`src/rtl/gen1_descrambler_pkg.sv`:
```
// Shared constants, lock state type and per-byte descramble helper for the Gen1/Gen2 RX
// descrambler.
package gen1_descrambler_pkg;

  localparam logic [7:0]  K28_5_COM      = 8'hBC;
  localparam logic [7:0]  K28_0_SKP      = 8'h1C;
  localparam logic [15:0] GEN1_LFSR_SEED = 16'hFFFF;
  // Galois feedback mask for x^16+x^5+x^4+x^3+1: the shifted-out MSB feeds bits 5,4,3,0
  localparam logic [15:0] GEN1_LFSR_TAPS = 16'h0039;

  typedef enum logic {StUnlocked, StLocked} lock_state_e;

  typedef struct packed {
    logic [15:0] lfsr;
    logic        lock;
    logic        com;
    logic        k;
    logic [7:0]  data;
  } byte_res_t;

  // Handles one byte lane. lfsr_step and key come from a byte step of lfsr_cur.
  function automatic byte_res_t byte_stage(input logic        in_range,
                                           input logic        k,
                                           input logic        ts,
                                           input logic        en,
                                           input logic        lock,
                                           input logic [7:0]  b,
                                           input logic [7:0]  key,
                                           input logic [15:0] lfsr_cur,
                                           input logic [15:0] lfsr_step,
                                           input logic [15:0] seed);
    byte_res_t r;
    r.lfsr = lfsr_cur;
    r.lock = lock;
    r.com  = 1'b0;
    r.k    = 1'b0;
    r.data = 8'h00;
    if (in_range) begin
      r.k    = k;
      r.data = b;
      if (k && b == K28_5_COM) begin
        r.lfsr = seed;
        r.lock = 1'b1;
        r.com  = 1'b1;
      end else if (!(k && b == K28_0_SKP)) begin
        r.lfsr = lfsr_step;
        if (!k && !ts && en && lock) r.data = b ^ key;
      end
    end
    return r;
  endfunction

endpackage

```
`src/rtl/gen1_descrambler_if.sv`:
```
// Beat-level bus between the ordered-set detector, the descrambler and the RX link layer.
interface gen1_descrambler_if;

  logic        valid_i;
  logic [3:0]  datak_i;
  logic [3:0]  training_sequence_i;
  logic [1:0]  data_len_i;
  logic [31:0] indata_i;
  logic        descramble_enable_i;
  logic        valid_o;
  logic [3:0]  datak_o;
  logic [1:0]  data_len_o;
  logic [31:0] descrambled_data_o;
  logic        lock_o;

  modport master (
    output valid_i, datak_i, training_sequence_i, data_len_i, indata_i, descramble_enable_i,
    input  valid_o, datak_o, data_len_o, descrambled_data_o, lock_o
  );

  modport slave (
    input  valid_i, datak_i, training_sequence_i, data_len_i, indata_i, descramble_enable_i,
    output valid_o, datak_o, data_len_o, descrambled_data_o, lock_o
  );

endinterface

```
`src/rtl/gen1_lfsr_byte_step.sv`:
```
// One byte of the Gen1 scrambler LFSR: key bit n is the MSB before the n-th shift.
module gen1_lfsr_byte_step
  import gen1_descrambler_pkg::*;
(
  input  logic [15:0] lfsr_in,
  output logic [7:0]  key,
  output logic [15:0] lfsr_out
);

  logic [15:0] shift;

  always_comb begin
    shift = lfsr_in;
    key   = 8'h00;
    for (int i = 0; i < 8; i++) begin
      key[i] = shift[15];
      shift  = {shift[14:0], 1'b0} ^ (shift[15] ? GEN1_LFSR_TAPS : 16'h0000);
    end
    lfsr_out = shift;
  end

endmodule

```
`src/rtl/gen1_descrambler.sv`:
```
// Gen1/Gen2 RX descrambler, 4 bytes per clock: COM resync, SKP skip, lock tracking, 1-cycle
// registered latency.
module gen1_descrambler
  import gen1_descrambler_pkg::*;
#(
  parameter int unsigned LOCK_TIMEOUT = 1024,
  parameter logic [15:0] LFSR_SEED    = GEN1_LFSR_SEED
) (
  input logic               clk_i,
  input logic               rst_i,
  gen1_descrambler_if.slave bus
);

  localparam int unsigned     CntW    = $clog2(LOCK_TIMEOUT + 1);
  localparam logic [CntW-1:0] CntMax  = CntW'(LOCK_TIMEOUT);
  localparam logic [CntW-1:0] CntLast = CntW'(LOCK_TIMEOUT - 1);

  lock_state_e     state_q;
  logic [CntW-1:0] cnt_q;
  logic [15:0]     lfsr_q;
  logic            valid_q;
  logic [3:0]      datak_q;
  logic [1:0]      len_q;
  logic [31:0]     data_q;

  logic [3:0]  in_range;
  logic        locked;
  logic        any_com;
  logic [7:0]  key0, key1, key2, key3;
  logic [15:0] step0, step1, step2, step3;
  byte_res_t   res0, res1, res2, res3;

  assign in_range = {bus.data_len_i == 2'd3, bus.data_len_i >= 2'd2,
                     bus.data_len_i != 2'd0, 1'b1};
  assign locked   = (state_q == StLocked);

  // Lanes chain LFSR and lock through distinct signals so each byte sees its predecessors.
  gen1_lfsr_byte_step u_step0 (.lfsr_in(lfsr_q), .key(key0), .lfsr_out(step0));
  assign res0 = byte_stage(in_range[0], bus.datak_i[0], bus.training_sequence_i[0],
                           bus.descramble_enable_i, locked, bus.indata_i[7:0], key0,
                           lfsr_q, step0, LFSR_SEED);

  gen1_lfsr_byte_step u_step1 (.lfsr_in(res0.lfsr), .key(key1), .lfsr_out(step1));
  assign res1 = byte_stage(in_range[1], bus.datak_i[1], bus.training_sequence_i[1],
                           bus.descramble_enable_i, res0.lock, bus.indata_i[15:8], key1,
                           res0.lfsr, step1, LFSR_SEED);

  gen1_lfsr_byte_step u_step2 (.lfsr_in(res1.lfsr), .key(key2), .lfsr_out(step2));
  assign res2 = byte_stage(in_range[2], bus.datak_i[2], bus.training_sequence_i[2],
                           bus.descramble_enable_i, res1.lock, bus.indata_i[23:16], key2,
                           res1.lfsr, step2, LFSR_SEED);

  gen1_lfsr_byte_step u_step3 (.lfsr_in(res2.lfsr), .key(key3), .lfsr_out(step3));
  assign res3 = byte_stage(in_range[3], bus.datak_i[3], bus.training_sequence_i[3],
                           bus.descramble_enable_i, res2.lock, bus.indata_i[31:24], key3,
                           res2.lfsr, step3, LFSR_SEED);

  assign any_com = res0.com | res1.com | res2.com | res3.com;

  always_ff @(posedge clk_i or negedge rst_i) begin
    if (!rst_i) begin
      state_q <= StUnlocked;
      cnt_q   <= '0;
      lfsr_q  <= LFSR_SEED;
      valid_q <= 1'b0;
      datak_q <= 4'h0;
      len_q   <= 2'd0;
      data_q  <= 32'h0;
    end else begin
      valid_q <= bus.valid_i;
      if (bus.valid_i) begin
        lfsr_q  <= res3.lfsr;
        data_q  <= {res3.data, res2.data, res1.data, res0.data};
        datak_q <= {res3.k, res2.k, res1.k, res0.k};
        len_q   <= bus.data_len_i;
        // A COM in the beat wins over a timeout reached in the same beat
        if (any_com) begin
          state_q <= StLocked;
          cnt_q   <= '0;
        end else begin
          if (cnt_q != CntMax) cnt_q <= cnt_q + CntW'(1);
          if (state_q == StLocked && cnt_q == CntLast) state_q <= StUnlocked;
        end
      end
    end
  end

  assign bus.valid_o            = valid_q;
  assign bus.datak_o            = datak_q;
  assign bus.data_len_o         = len_q;
  assign bus.descrambled_data_o = data_q;
  assign bus.lock_o             = locked;

endmodule

```
`src/flat_wrapper.sv`:
```
// flat-port wrapper written by rule: the top's interface ports become plain ports
module gen1_descrambler_flat import gen1_descrambler_pkg::*;
#(
  parameter int unsigned LOCK_TIMEOUT = 1024,
  parameter logic [15:0] LFSR_SEED    = GEN1_LFSR_SEED
)
  (clk_i, rst_i, bus_valid_i, bus_datak_i, bus_training_sequence_i, bus_data_len_i, bus_indata_i, bus_descramble_enable_i, bus_valid_o, bus_datak_o, bus_data_len_o, bus_descrambled_data_o, bus_lock_o);
  gen1_descrambler_if bus_i ();
  input logic clk_i;
  input logic rst_i;
  input wire logic [$bits(bus_i.valid_i)-1:0] bus_valid_i;
  input wire logic [$bits(bus_i.datak_i)-1:0] bus_datak_i;
  input wire logic [$bits(bus_i.training_sequence_i)-1:0] bus_training_sequence_i;
  input wire logic [$bits(bus_i.data_len_i)-1:0] bus_data_len_i;
  input wire logic [$bits(bus_i.indata_i)-1:0] bus_indata_i;
  input wire logic [$bits(bus_i.descramble_enable_i)-1:0] bus_descramble_enable_i;
  output wire logic [$bits(bus_i.valid_o)-1:0] bus_valid_o;
  output wire logic [$bits(bus_i.datak_o)-1:0] bus_datak_o;
  output wire logic [$bits(bus_i.data_len_o)-1:0] bus_data_len_o;
  output wire logic [$bits(bus_i.descrambled_data_o)-1:0] bus_descrambled_data_o;
  output wire logic [$bits(bus_i.lock_o)-1:0] bus_lock_o;
  assign bus_i.valid_i = bus_valid_i;
  assign bus_i.datak_i = bus_datak_i;
  assign bus_i.training_sequence_i = bus_training_sequence_i;
  assign bus_i.data_len_i = bus_data_len_i;
  assign bus_i.indata_i = bus_indata_i;
  assign bus_i.descramble_enable_i = bus_descramble_enable_i;
  assign bus_valid_o = bus_i.valid_o;
  assign bus_datak_o = bus_i.datak_o;
  assign bus_data_len_o = bus_i.data_len_o;
  assign bus_descrambled_data_o = bus_i.descrambled_data_o;
  assign bus_lock_o = bus_i.lock_o;
  gen1_descrambler #(.LOCK_TIMEOUT(LOCK_TIMEOUT), .LFSR_SEED(LFSR_SEED)) u_core (.clk_i(clk_i), .rst_i(rst_i), .bus(bus_i));
endmodule
```
`config.mk`:
```
export PLATFORM = sky130hd
export DESIGN_NAME = gen1_descrambler_flat
export DESIGN_NICKNAME = d
export VERILOG_FILES = /design/src/rtl/gen1_descrambler_pkg.sv /design/src/rtl/gen1_descrambler_if.sv /design/src/rtl/gen1_lfsr_byte_step.sv /design/src/rtl/gen1_descrambler.sv /design/src/flat_wrapper.sv
export SDC_FILE = /design/constraint.sdc
export NUM_CORES = 1
export LEC_CHECK = 0
export BUFFER_PORTS_ARGS = -buffer_cell sky130_fd_sc_hd__buf_2
export CAP_MARGIN = 10
export CORE_UTILIZATION = 35
export CTS_BUF_LIST = sky130_fd_sc_hd__clkbuf_16
export DETAILED_ROUTE_END_ITERATION = 16
export PLACE_DENSITY = 0.63
export SLEW_MARGIN = 5
export SYNTH_ARGS = -nofsm -noshare
export SYNTH_HDL_FRONTEND = slang
export SYNTH_HIERARCHICAL = 1
export SYNTH_SLANG_ARGS = --single-unit
```
`constraint.sdc`:
```
create_clock -name clk_i -period 6.3 [get_ports clk_i]
set_input_delay 0.315 -clock clk_i [delete_from_list [all_inputs] [get_ports clk_i]]
set_output_delay 0.315 -clock clk_i [all_outputs]
set_load 0.005 [all_outputs]
```
* Word-level counts from Yosys, hierarchy flattened
Cells that the tools add are included.
Cells by class: add/subtract/negate cells 1, magnitude comparators 1, equality and inequality tests 11, multiplexer cells 63, bitwise logic cells 39, reduce and logical (&&, ||, !) cells 34
Operator list (count):
- XOR 16 x 6 -> 16 bit | 28
- two-way mux 6 bit | 32
- two-way mux 16 bit | 8
- two-way mux 8 bit | 12
- two-way mux 27 bit | 3
- XOR 16 bit | 4
- == test 8 x 5 -> 1 bit (second input constant) | 4
- == test 8 bit (second input constant) | 4
- XOR 8 bit | 4
- two-way mux 11 bit | 2
- logical AND 1 bit | 21
- adder 11 x 1 -> 11 bit (second input constant) | 1
- == test 11 x 10 -> 1 bit (second input constant) | 1
- inequality test 11 bit (second input constant) | 1
- zero test 1 bit | 8
- two-way mux 2 bit | 4
- nonzero test 2 bit | 3
- AND reduction 2 bit | 2
- OR 1 bit | 3
- == test 2 bit (second input constant) | 1
- >= comparator 2 bit (second input constant) | 1
- two-way mux 1 bit | 2
Word-level totals: bits in registers 67, input port bits 46

* Depth between registers and ports, before layout
depth in word-level cells 78, depth in mapped cells 18

* By module
Netlist, hierarchy kept.
Modules (own cells, without submodules):
- gen1_descrambler | times used 1, cells each 516, area each 4643.2 um^2, sequential area each 1696.6 um^2
- gen1_lfsr_byte_step | times used 4, cells each 35, area each 304.0 um^2, sequential area each 0.0 um^2

* Least setup slack after synthesis
Ideal clock, no wire load.
path kind input to register, start input bus_indata_i[0], end register u_core.lfsr_q[4], setup time 73 ps, arrival time 3616 ps, data required time 6227 ps, setup slack 2611 ps, cell stages on the path 17, cells stage by stage or3b_1 clkbuf_1 buf_2 o41ai_1 nor2_1 xnor2_1 xnor2_1 o311ai_0 o311ai_2 xor2_2 xnor2_1 mux2i_1 nand2_1 xnor2_1 xnor2_1 o22ai_1 a21oi_1
RTL lines:
- start, declared | RTL line flat_wrapper.sv:15 | input wire logic [$bits(bus_i.indata_i)-1:0] bus_indata_i;
- end signal, assigned | RTL line gen1_descrambler.sv:72 | lfsr_q <= res3.lfsr;
- end, declared | RTL line gen1_descrambler.sv:20 | logic [15:0] lfsr_q;

==> flow_summary.toml <==
[run_status]
status = "completed"

[synthesis]
synth-async-reset-ratio_pct = 100
yosysTopAreaCellShare_pct = 21.8
synth_seq_cells = 67
yosysMostFrequentCell = "xnor2_1"
ys.flop_type = "dfrtp_1"
syn_area_sq_um = 5860
syn_inst = 656
synth_edf_count = 0
seq_area_frac_synth_pct = 29.0
syn_avg_cell_area_sq_um = 8.93
synth_top_area_cell = "dfrtp_1"
synth_nets = 704
synthTopCellsByCount = "xnor2_1, buf_4, dfrtp_1"
synthTopCellsByArea = "dfrtp_1, xnor2_1, buf_4, dfstp_2, xor2_1"
ys_warn_count = 6
yosysUniqueCellTypes = 57

[setup_path]
crit_required_ns = 6.57
path_class = "in -> reg"
crit_path_top_delay_cell = "o41ai_1"
critPathLaunchType = "primary input"
cp_cell_sequence = "buf_2 -> nand4b_1 -> o41ai_1 -> nor2_1 -> xnor2_1 -> xnor2_1 -> o311ai_0 -> o311ai_2 -> xor2_2 -> xnor2_1 -> mux2i_1 -> nand2_1 -> xnor2_1 -> xnor2_1 -> o22ai_1 -> a21oi_1"
r2r-start = "u_core/lfsr_q[13]"
cp-end-kind = "flop"
crit_path_max_incr_delay_ns = 0.73
cp.arrival_ns = 4.52
crit_start = "bus_indata_i[6]"
crit-reg2reg-capture = "u_core/lfsr_q[10]"
cp_max_fo = 16
reg2reg_slack_ns = 2.24
reg2reg_depth = 15
cp_common_cell = "xnor2_1"

[drt]
drc_errors = 0
postRouteAntennaNets = 0
via_per_inst = 5.51
num_vias = 4838
routed_wl_mm = 15.5
drt-initial-drc-count = 416
drt-pass1-iter-count = 5
wl_per_cell_microns = 17.7

[floorplanning]
rows = 46
io-pin-count = 86
die-area_sq_um = 17300
die_height_microns = 131
core_sq_um = 16100
initial_core_util_pct = 36.4
die_w_microns = 131

[job]
cap_viol_max_count = 0

[sta]
fin_skew_ns = 0.00595
setup_viol = 0
slew_headroom_pct = 19.8
period_minus_slack_ns = 4.26
slew_viol_final = 0
tightest_slew_ns = 1.20
setup_tns_ns = 0
fin_crit_sh_pct = 67.6
finalHoldViolCount = 0
fmax_ghz = 0.235
rsz0062_at_grt = "no"

[cts]
cts_max_level = 3
cts_buffer_depth = 2
cts_num_sinks = 67
postCtsResizedCells = 0
cts_setup_buffers = 0
tritoncts = "built"
clock_latency_ns = 0.34
cts.clk_slew.worst_paths_ns = 0.05
cts_made_buffers = 9
root_buffer = "clkbuf_16"
cts_hold_buf = 0

[placement]
dpl_cell_area_sq_um = 5980
port_buffers = 85
dp_hpwl_mm = 11.3
gp_congestion = 0.870

[finish]
diodes = 0
layout.nets = 705
layout-drive-gt1-share_pct = 24.6
syn2layout_area_growth_pct = 6.85
final_area_sq_um = 6260

[grt]
overflow = 0
antenna_found_initial = 0
grt.total_usage_pct = 18.4
grt_pass1_vias = 4510
grt_max_degree = 76
grt_pass1_wl_mm = 25.3

[hold_path]
hp-class = "in -> async"
[per-stage QoR]
stage               cells  hold slack (ns)  util, %  setup WS [ns]
floorplan             656           0.0194        -           2.61
global placement      861            0.488     37.1           1.81
detailed placement    861            0.504     37.1           1.77
CTS                   877            0.196     38.8           2.13
global route          878            0.245     38.9           1.66
finish                878            0.170     38.9           2.04
[how the worst max path moves through the flow]
| stage | cells past startpoint | to | slack [ns] |
|---|---|---|---|
| 6_report | 16 | u_core/lfsr_q[4] | 2.04 |
| 5_1_grt | 16 | u_core/lfsr_q[5] | 1.66 |
| 4_1_cts | 16 | u_core/lfsr_q[4] | 2.13 |
| 3_5_place_dp | 16 | u_core/lfsr_q[4] | 1.77 |
| 3_3_place_gp | 15 | u_core/lfsr_q[11] | 1.81 |
| 2_1_floorplan | 17 | u_core/lfsr_q[4] | 2.61 |
[metal layers]
metal  part of all wire (%)  vias to the layer above  GRT usage [%]
li1                       -                     2307              -
met1                     46                     2297           26.1
met2                     43                      213           27.0
met3                    8.1                       21           4.71
met4                    2.2                        0           6.46
met5                      0                        -              0
[cell type report]
cell class	instances	area, sq um
tap	216	270
inverter	32	120
clock inverter	7	52.6
sequential	67	1700
clock buffer	9	225
multi-input combinational	456	3430
fill	1636	9850
timing repair buffer	91	470
[cells in the final DEF, fill, tap and decap left out, types with 9 or more instances in the layout]
master / count
dfstp_2: 16
o22ai_1: 40
clkbuf_16: 9
nand3_1: 17
xor2_1: 42
o311ai_0: 15
a21oi_1: 24
inv_1: 34
a31oi_1: 24
mux2i_1: 15
o311ai_2: 10
or3b_2: 17
dfrtp_1: 51
nor2_1: 41
o41ai_1: 16
nand2_1: 31
xnor2_1: 76
buf_2: 85
[state kept, by name, summed over array words and instances (netlist names)]
| name | count |
|---|---|
| u_core/bus.data_len_o | 2 |
| u_core/bus.datak_o | 4 |
| u_core/bus.descrambled_data_o | 32 |
| u_core/bus.lock_o | 1 |
| u_core/bus.valid_o | 1 |
| u_core/cnt_q | 11 |
| u_core/lfsr_q | 16 |
[critical path: cells and delay by family]
family / cells / cell delay, ns
AOI/OAI and AO/OA: 5 / 1.45
xor gates and xnor gates: 6 / 1.30
muxes: 1 / 0.20
and+or+nand+nor: 3 / 1.14
buffers and inverters: 1 / 0.11
[logic make-up (layout without fill, tap and decap cells)]
| logic type | Yosys count | count (layout) | share of synthesized area (%) |
|---|---|---|---|
| and+or+nand+nor | 150 | 150 | 14.3 |
| DFF | 67 | 67 | 29.0 |
| muxes | 18 | 18 | 3.18 |
| AOI/OAI and AO/OA | 160 | 160 | 20.5 |
| buffers and inverters | 133 | 139 | 12.7 |
| xor gates and xnor gates | 126 | 126 | 19.9 |
| adders and majority gates | 2 | 2 | 0.427 |
Power is left out: the tool's default activity adds up to more than one toggle a clock period on the data nets, which glitch-free logic cannot reach.
